**config.mk**
```make
export PLATFORM = sky130hd
export DESIGN_NAME = des_key_schedule_dec
export DESIGN_NICKNAME = d
export VERILOG_FILES = /design/src/rtl/des_key_schedule_dec.sv
export SDC_FILE = /design/constraint.sdc
export NUM_CORES = 1
export LEC_CHECK = 0
export BUFFER_PORTS_ARGS = -buffer_cell sky130_fd_sc_hd__buf_4
export CORE_MARGIN = 4
export CORE_UTILIZATION = 55
export CTS_CLUSTER_DIAMETER = 40
export CTS_CLUSTER_SIZE = 30
export DETAILED_ROUTE_END_ITERATION = 10
export MAX_ROUTING_LAYER = met4
export PLACE_DENSITY = 0.95
export SYNTH_ARGS = -nofsm -noshare
export SYNTH_HDL_FRONTEND = slang
export SYNTH_SLANG_ARGS = --single-unit
```
**constraint.sdc**
```tcl
create_clock -name clk -period 2.8 [get_ports clk]
set_input_delay 0.56 -clock clk [delete_from_list [all_inputs] [get_ports clk]]
set_output_delay 0.56 -clock clk [all_outputs]
set_load 0.01 [all_outputs]
```
**src/rtl/des_key_schedule_dec.sv**
```systemverilog
// Sequential DES key schedule, decrypt order (K16 first, K1 last), one subkey per handshake.
// Optional macro DES_KS_ENC_EN adds an encrypt input selecting K1..K16 order with left rotations.
module des_key_schedule_dec (
  input  logic        clk,
  input  logic        rst,
`ifdef DES_KS_ENC_EN
  input  logic        encrypt,
`endif
  input  logic        key_valid,
  output logic        key_ready,
  input  logic [63:0] key,
  output logic        subkey_valid,
  input  logic        subkey_ready,
  output logic [47:0] subkey,
  output logic [3:0]  subkey_idx,
  output logic        subkey_last
);

  typedef enum logic {IDLE, RUN} state_t;

  localparam int PC1 [56] = '{57, 49, 41, 33, 25, 17,  9,  1, 58, 50, 42, 34, 26, 18,
                              10,  2, 59, 51, 43, 35, 27, 19, 11,  3, 60, 52, 44, 36,
                              63, 55, 47, 39, 31, 23, 15,  7, 62, 54, 46, 38, 30, 22,
                              14,  6, 61, 53, 45, 37, 29, 21, 13,  5, 28, 20, 12,  4};
  localparam int PC2 [48] = '{14, 17, 11, 24,  1,  5,  3, 28, 15,  6, 21, 10,
                              23, 19, 12,  4, 26,  8, 16,  7, 27, 20, 13,  2,
                              41, 52, 31, 37, 47, 55, 30, 40, 51, 45, 33, 48,
                              44, 49, 39, 56, 34, 53, 46, 42, 50, 36, 29, 32};

  // Bit n of the DES numbering (1 = MSB) lives at vector index width-n.
  function automatic logic [55:0] pc1_f(input logic [63:0] k);
    logic [55:0] r;
    r = '0;
    for (int i = 0; i < 56; i++) r[55-i] = k[64-PC1[i]];
    return r;
  endfunction

  function automatic logic [47:0] pc2_f(input logic [55:0] cd);
    logic [47:0] r;
    r = '0;
    for (int i = 0; i < 48; i++) r[47-i] = cd[56-PC2[i]];
    return r;
  endfunction

  // Rounds 1, 2, 9 and 16 (indices 0, 1, 8, 15) shift by one; all others by two.
  function automatic logic shift_one_f(input logic [3:0] i);
    return (i == 4'd0) || (i == 4'd1) || (i == 4'd8) || (i == 4'd15);
  endfunction

  function automatic logic [27:0] rotr_f(input logic [27:0] x, input logic two);
    return two ? {x[1:0], x[27:2]} : {x[0], x[27:1]};
  endfunction

`ifdef DES_KS_ENC_EN
  function automatic logic [27:0] rotl_f(input logic [27:0] x, input logic two);
    return two ? {x[25:0], x[27:26]} : {x[26:0], x[27]};
  endfunction
`endif

  state_t      state, state_nxt;
  logic [27:0] c, d, c_nxt, d_nxt;
  logic [3:0]  idx, idx_nxt;
`ifdef DES_KS_ENC_EN
  logic        enc, enc_nxt;
`endif

  always_ff @(posedge clk) begin
    if (rst) begin
      state <= IDLE;
      c     <= '0;
      d     <= '0;
      idx   <= '0;
`ifdef DES_KS_ENC_EN
      enc   <= 1'b0;
`endif
    end else begin
      state <= state_nxt;
      c     <= c_nxt;
      d     <= d_nxt;
      idx   <= idx_nxt;
`ifdef DES_KS_ENC_EN
      enc   <= enc_nxt;
`endif
    end
  end

  // Decrypt starts from unrotated C0/D0: the 16 left shifts total 28, so C16 == C0.
  always_comb begin
    state_nxt = state;
    c_nxt     = c;
    d_nxt     = d;
    idx_nxt   = idx;
`ifdef DES_KS_ENC_EN
    enc_nxt   = enc;
`endif
    case (state)
      IDLE: begin
        if (key_valid) begin
          {c_nxt, d_nxt} = pc1_f(key);
          idx_nxt        = 4'd15;
          state_nxt      = RUN;
`ifdef DES_KS_ENC_EN
          enc_nxt = encrypt;
          if (encrypt) begin
            c_nxt   = rotl_f(c_nxt, 1'b0);
            d_nxt   = rotl_f(d_nxt, 1'b0);
            idx_nxt = 4'd0;
          end
`endif
        end
      end
      RUN: begin
        if (subkey_ready) begin
`ifdef DES_KS_ENC_EN
          if (enc) begin
            if (idx == 4'd15) begin
              state_nxt = IDLE;
            end else begin
              idx_nxt = idx + 4'd1;
              c_nxt   = rotl_f(c, !shift_one_f(idx + 4'd1));
              d_nxt   = rotl_f(d, !shift_one_f(idx + 4'd1));
            end
          end else
`endif
          if (idx == 4'd0) begin
            state_nxt = IDLE;
          end else begin
            idx_nxt = idx - 4'd1;
            c_nxt   = rotr_f(c, !shift_one_f(idx));
            d_nxt   = rotr_f(d, !shift_one_f(idx));
          end
        end
      end
      default: state_nxt = IDLE;
    endcase
  end

  assign key_ready    = (state == IDLE);
  assign subkey_valid = (state == RUN);
  assign subkey       = subkey_valid ? pc2_f({c, d}) : 48'h0;
  assign subkey_idx   = idx;
`ifdef DES_KS_ENC_EN
  assign subkey_last  = subkey_valid && (enc ? (idx == 4'd15) : (idx == 4'd0));
`else
  assign subkey_last  = subkey_valid && (idx == 4'd0);
`endif

endmodule

```
# After elaboration in Yosys (flattened, before gate mapping)
# Cells that the tools add are included.
dict set report totals {
  output_inout_bits 55
  regBits 61
  input_bits 68
  wordCells 37
}
dict set report op_classes {
  eq_ne 6
  n_addsub 1
  bitwise_logic 1
  reduce_logical 6
  mux 19
}
# cell count
set ops {}
lappend ops {{28-bit two-way mux} 8}
lappend ops {{28-bit case mux with 2 select lines} 2}
lappend ops {{48-bit two-way mux} 1}
lappend ops {{4-bit two-way mux} 3}
lappend ops {{4-bit equality test (second input constant)} 2}
lappend ops {{4-bit case mux with 2 select lines} 1}
lappend ops {{2-bit inequality test (second input constant)} 3}
lappend ops {{4-bit by 1-bit equality test with 1-bit output (second input constant)} 1}
lappend ops {{4-bit logical NOT} 1}
lappend ops {{4-bit by 1-bit subtractor with 4-bit output (second input constant)} 1}
lappend ops {{1-bit logical OR} 3}
lappend ops {{1-bit two-way mux} 3}
lappend ops {{3-bit AND reduction} 1}
lappend ops {{1-bit case mux with 2 select lines} 1}
lappend ops {{1-bit logical AND} 1}
lappend ops {{1-bit NOT} 1}

# Depth between registers and ports, before layout
dict set report depth {
  depth_word 8
  ltp_mapped 8
  depth_no_buf 6
}

# Worst setup path after synthesis
# OpenSTA, ideal clock, no wires.
dict set report synth_timing {
  path_type {register to output}
  from {register idx[0] (netlist: subkey_idx[0])}
  to {output port subkey_last}
  path_buffers 0
  path_stages_with_launch 5
  arrival_time_ns 1.222
  slack_ns 1.018
  required_ns 2.240
  path_cell_list {dfxtp_1 -> inv_1 -> ha_1 -> or3b_4 -> nor2_1}
}
dict set report synth_between {
  elab_chain_len 2
}
# item line
set synth_rtl {}
lappend synth_rtl {{start: declaration} 62} ;# logic [3:0] idx, idx_nxt;
lappend synth_rtl {{start signal: assignment} 80} ;# idx <= idx_nxt;
lappend synth_rtl {{4-bit logical NOT} 145} ;# assign subkey_last = subkey_valid && (idx == 4'd0);
lappend synth_rtl {{1-bit logical AND} 145}
lappend synth_rtl {{end: declaration} 16} ;# output logic subkey_last
# Every way passes these cells.

# Worst setup path in the final report
dict set report layout_timing {
  from {register state (netlist: subkey_valid)}
  to {output port subkey[13]}
}
dict set report layout_between {
  elab_chain_len 1
}
# item line
set layout_rtl {}
lappend layout_rtl {{start: declaration} 60} ;# state_t state, state_nxt;
lappend layout_rtl {{start signal: assignment} 77} ;# state <= state_nxt;
lappend layout_rtl {{48-bit two-way mux} 140} ;# assign subkey = subkey_valid ? pc2_f({c, d}) : 48'h0;
lappend layout_rtl {{end: declaration} 14} ;# output logic [47:0] subkey,
# Every way passes these cells.

==> key figures <==
Status
  – Outcome: finished, final reports clean

Clock network
  – CTS Sinks: 61
  – Clk_lat worst skew: 340 ps
  – Max Buffers Root-to-Sink: 2
  – Total CTS buffers: 9
  – CTS tree: built
  – Clock-pin transition on the worst setup and hold timing paths: 70 ps
  – Resize count post-CTS: 0
  – Setup Buffers After CTS: 0
  – Cts hold-fix bufs: 0
  – CTS H-tree lvls: 3
  – CTS root buffer: clkbuf_8

Detailed routing
  – # DRC: 0
  – Drt pass-1 iters: 5
  – DR iter-0 viols: 366
  – WL/cell: 16.52 um
  – Via density: 6.228
  – DR vias: 4434
  – Final antenna-violating net count: 0
  – Routed WL: 11760 um

Job
  – Maxcap violations: 0

Global route
  – First-pass GRT wire length: 18910 um
  – Largest net degree at the start of global routing: 62
  – GR Overflow Total: 0
  – Vias in the first global route: 4096
  – All-Layer GR Usage: 27.42%
  – Antenna violations before repair: 0

Logic synthesis
  – Syn Inst Count: 539
  – Syn. warnings: 0
  – Unique masters post-synth: 30
  – Area fraction of the dominant cell type after synthesis: 31.41%
  – Synth Cell Area: 0.003887 mm^2
  – Synth Net Count: 610
  – Avg Cell Area, Syn: 7.212 um^2
  – Area leader, netlist: dfxtp_1
  – Top cells by area, synth: dfxtp_1, a31o_2, nand2_1, a31oi_1, and2_1
  – Synth Register Bits: 61
  – Synth Flop Type: dfxtp_1
  – Sequential share of the synthesized area: 31.41%
  – Post-synth EDFFs: 0
  – Ys async rst share: 0%

Setup path
  – Crit Path Category: register to output port
  – Worst endpoint required time: 2240 ps
  – Reg2reg path depth: 5
  – FF-to-FF End: d[16]$_SDFFE_PP0P_
  – Worst r2r src: subkey_valid$_SDFF_PP0_
  – Worst Path Arrival: 1790 ps
  – Worst Setup SP: subkey_valid$_SDFF_PP0_
  – Worst setup EP type: output port
  – Crit Path Max Fanout: 37
  – CP Launch Type: register
  – R2R Setup Slk: 580 ps

STA
  – Final period util: 84.04%
  – Achievable Freq: 0.4250 GHz
  – Max-Slew Margin vs Limit: 40.70%
  – RSZ-0062 raised after global routing: no
  – Clock Skews: 10.01 ps
  – Endpoints failing hold: 0
  – Max-slew violation count: 0
  – Setup TNS: 0 ps
  – Post-layout min period: 2353 ps
  – # setup viols final: 0
  – Worst-margin pin slew: 889.5 ps

Power
  – Net Sw Power: 0.8084 mW
  – Combinational share of power: 28.0%
  – Peak VDD IR: 0.2921 mV
  – Switching Share: 33.66%
  – Power per Cell Area: 495.8 mW/mm^2
  – Seq pwr share: 43.6%
  – Clock network power share: 28.4%
  – Internal Power: 1.593 mW
  – Leakage: 1.990 nW

Floorplan
  – Initial Util: 56.90%
  – Chip height: 92.07 um
  – Chip width: 92.07 um
  – Die area: 0.008477 mm^2
  – Ports: 123
  – Core Area: 0.006832 mm^2
  – Rows: 30

Place
  – Port Buffer Count: 114
  – Post-DP HPWL: 7509 um
  – GP Congestion: 0.9015
  – Cells after DPL: 697

Min path
  – Worst hold path stage count: 3
  – Hold EP: subkey_valid$_SDFF_PP0_
  – Min-Delay Path Class: primary input to register
  – Worst Hold Launch: key_valid

Final layout
  – Ant diodes: 0
  – Syn-to-layout area delta: 24.59%
  – Number of nets in the layout: 683
  – Share of layout cells above drive strength 1: 32.95%
  – Final non-filler cell total: 712
-- sequential cells by signal, summed over array words and instances, names as in the netlist --
register,count
subkey_valid,1
c,28
d,28
subkey_idx,4
-- through the flow --
step	setup WS (ps)	util [%]	hold WS, ps	cell area [um^2]	power, mW
after floorplan	1018	-	457.9	3887	1.489
after global placement	709.6	68.48	468.4	4678	1.695
after detailed placement	639.1	68.48	480.4	4678	1.723
after CTS	451.1	70.90	481.6	4843	2.395
after global routing	313.5	70.90	501.4	4843	2.512
final	446.9	70.90	487.1	4843	2.401
-- cell type report --
cell class	instances	area, um^2
clock buffer	10	137.6
clock inverter	5	27.53
inverter	3	11.26
tap	96	120.1
timing repair buffer	124	968.4
multi-input combinational	413	2357
fill	576	1988
sequential	61	1221
-- Yosys cell counts (2+ instances only) --
| cell type | number |
|---|---|
| a211oi_1 | 2 |
| a21oi_1 | 57 |
| a31o_2 | 56 |
| a31oi_1 | 57 |
| and2_1 | 50 |
| buf_2 | 19 |
| buf_4 | 5 |
| buf_6 | 7 |
| clkbuf_1 | 30 |
| dfxtp_1 | 61 |
| ha_1 | 3 |
| inv_1 | 3 |
| nand2_1 | 115 |
| nor2_1 | 2 |
| nor3_1 | 2 |
| o21ai_0 | 56 |
-- worst max path at each step --
stage               depth (start not counted)  slack, ps                  to
floorplan                                   4       1020         subkey_last
finish                                      3        450          subkey[13]
CTS                                         5        450         subkey_last
global placement                            5        710  c[22]$_SDFFE_PP0P_
detailed placement                          5        640  c[15]$_SDFFE_PP0P_
global route                                3        310          subkey[20]
-- critical path: stages, from the launching register on --
cell	delay [ps]
dfxtp_1	680
buf_4	410
and2_1	220
buf_4	130
-- routing by layer --
layer	GRT usage (%)	vias up	share of wire, %
met5	-	-	0
met4	8.540	0	1.4
met3	5.414	20	9.2
met2	44.10	251	48
met1	34.83	2090	41
li1	-	2073	-
-- kinds of logic after synthesis --
logic type                 Yosys count  synth area share [%]
buffers and inverters               65                 8.722
DFF                                 61                 31.41
and+or+nand+nor                    177                 21.11
adders and majority gates            3                0.9657
xor gates and xnor gates             1                0.2253
AOI/OAI and AO/OA                  232                 37.56
-- layout by cell type, fill, tap and decap left out, drive strengths merged, types with 2 or more instances in the layout --
cell    count
buf       124
o21ai      56
nor2b       2
inv         3
clkbuf     10
a31o       56
nor2        2
ha          3
nand2     116
clkinv      4
dfxtp      61
and2       50
a21oi      57
nor3        2
a31oi      57
a211oi      2
-- power groups by stage --
stage	Sequential, mW	Combinational [mW]	Clock, mW
floorplan	1.03	0.456	0
global placement	1.06	0.637	0
detailed placement	1.06	0.660	0
CTS	1.04	0.665	0.686
global route	1.06	0.733	0.721
finish	1.05	0.671	0.683
No activity file was read; power rests on OpenSTA's default activity.
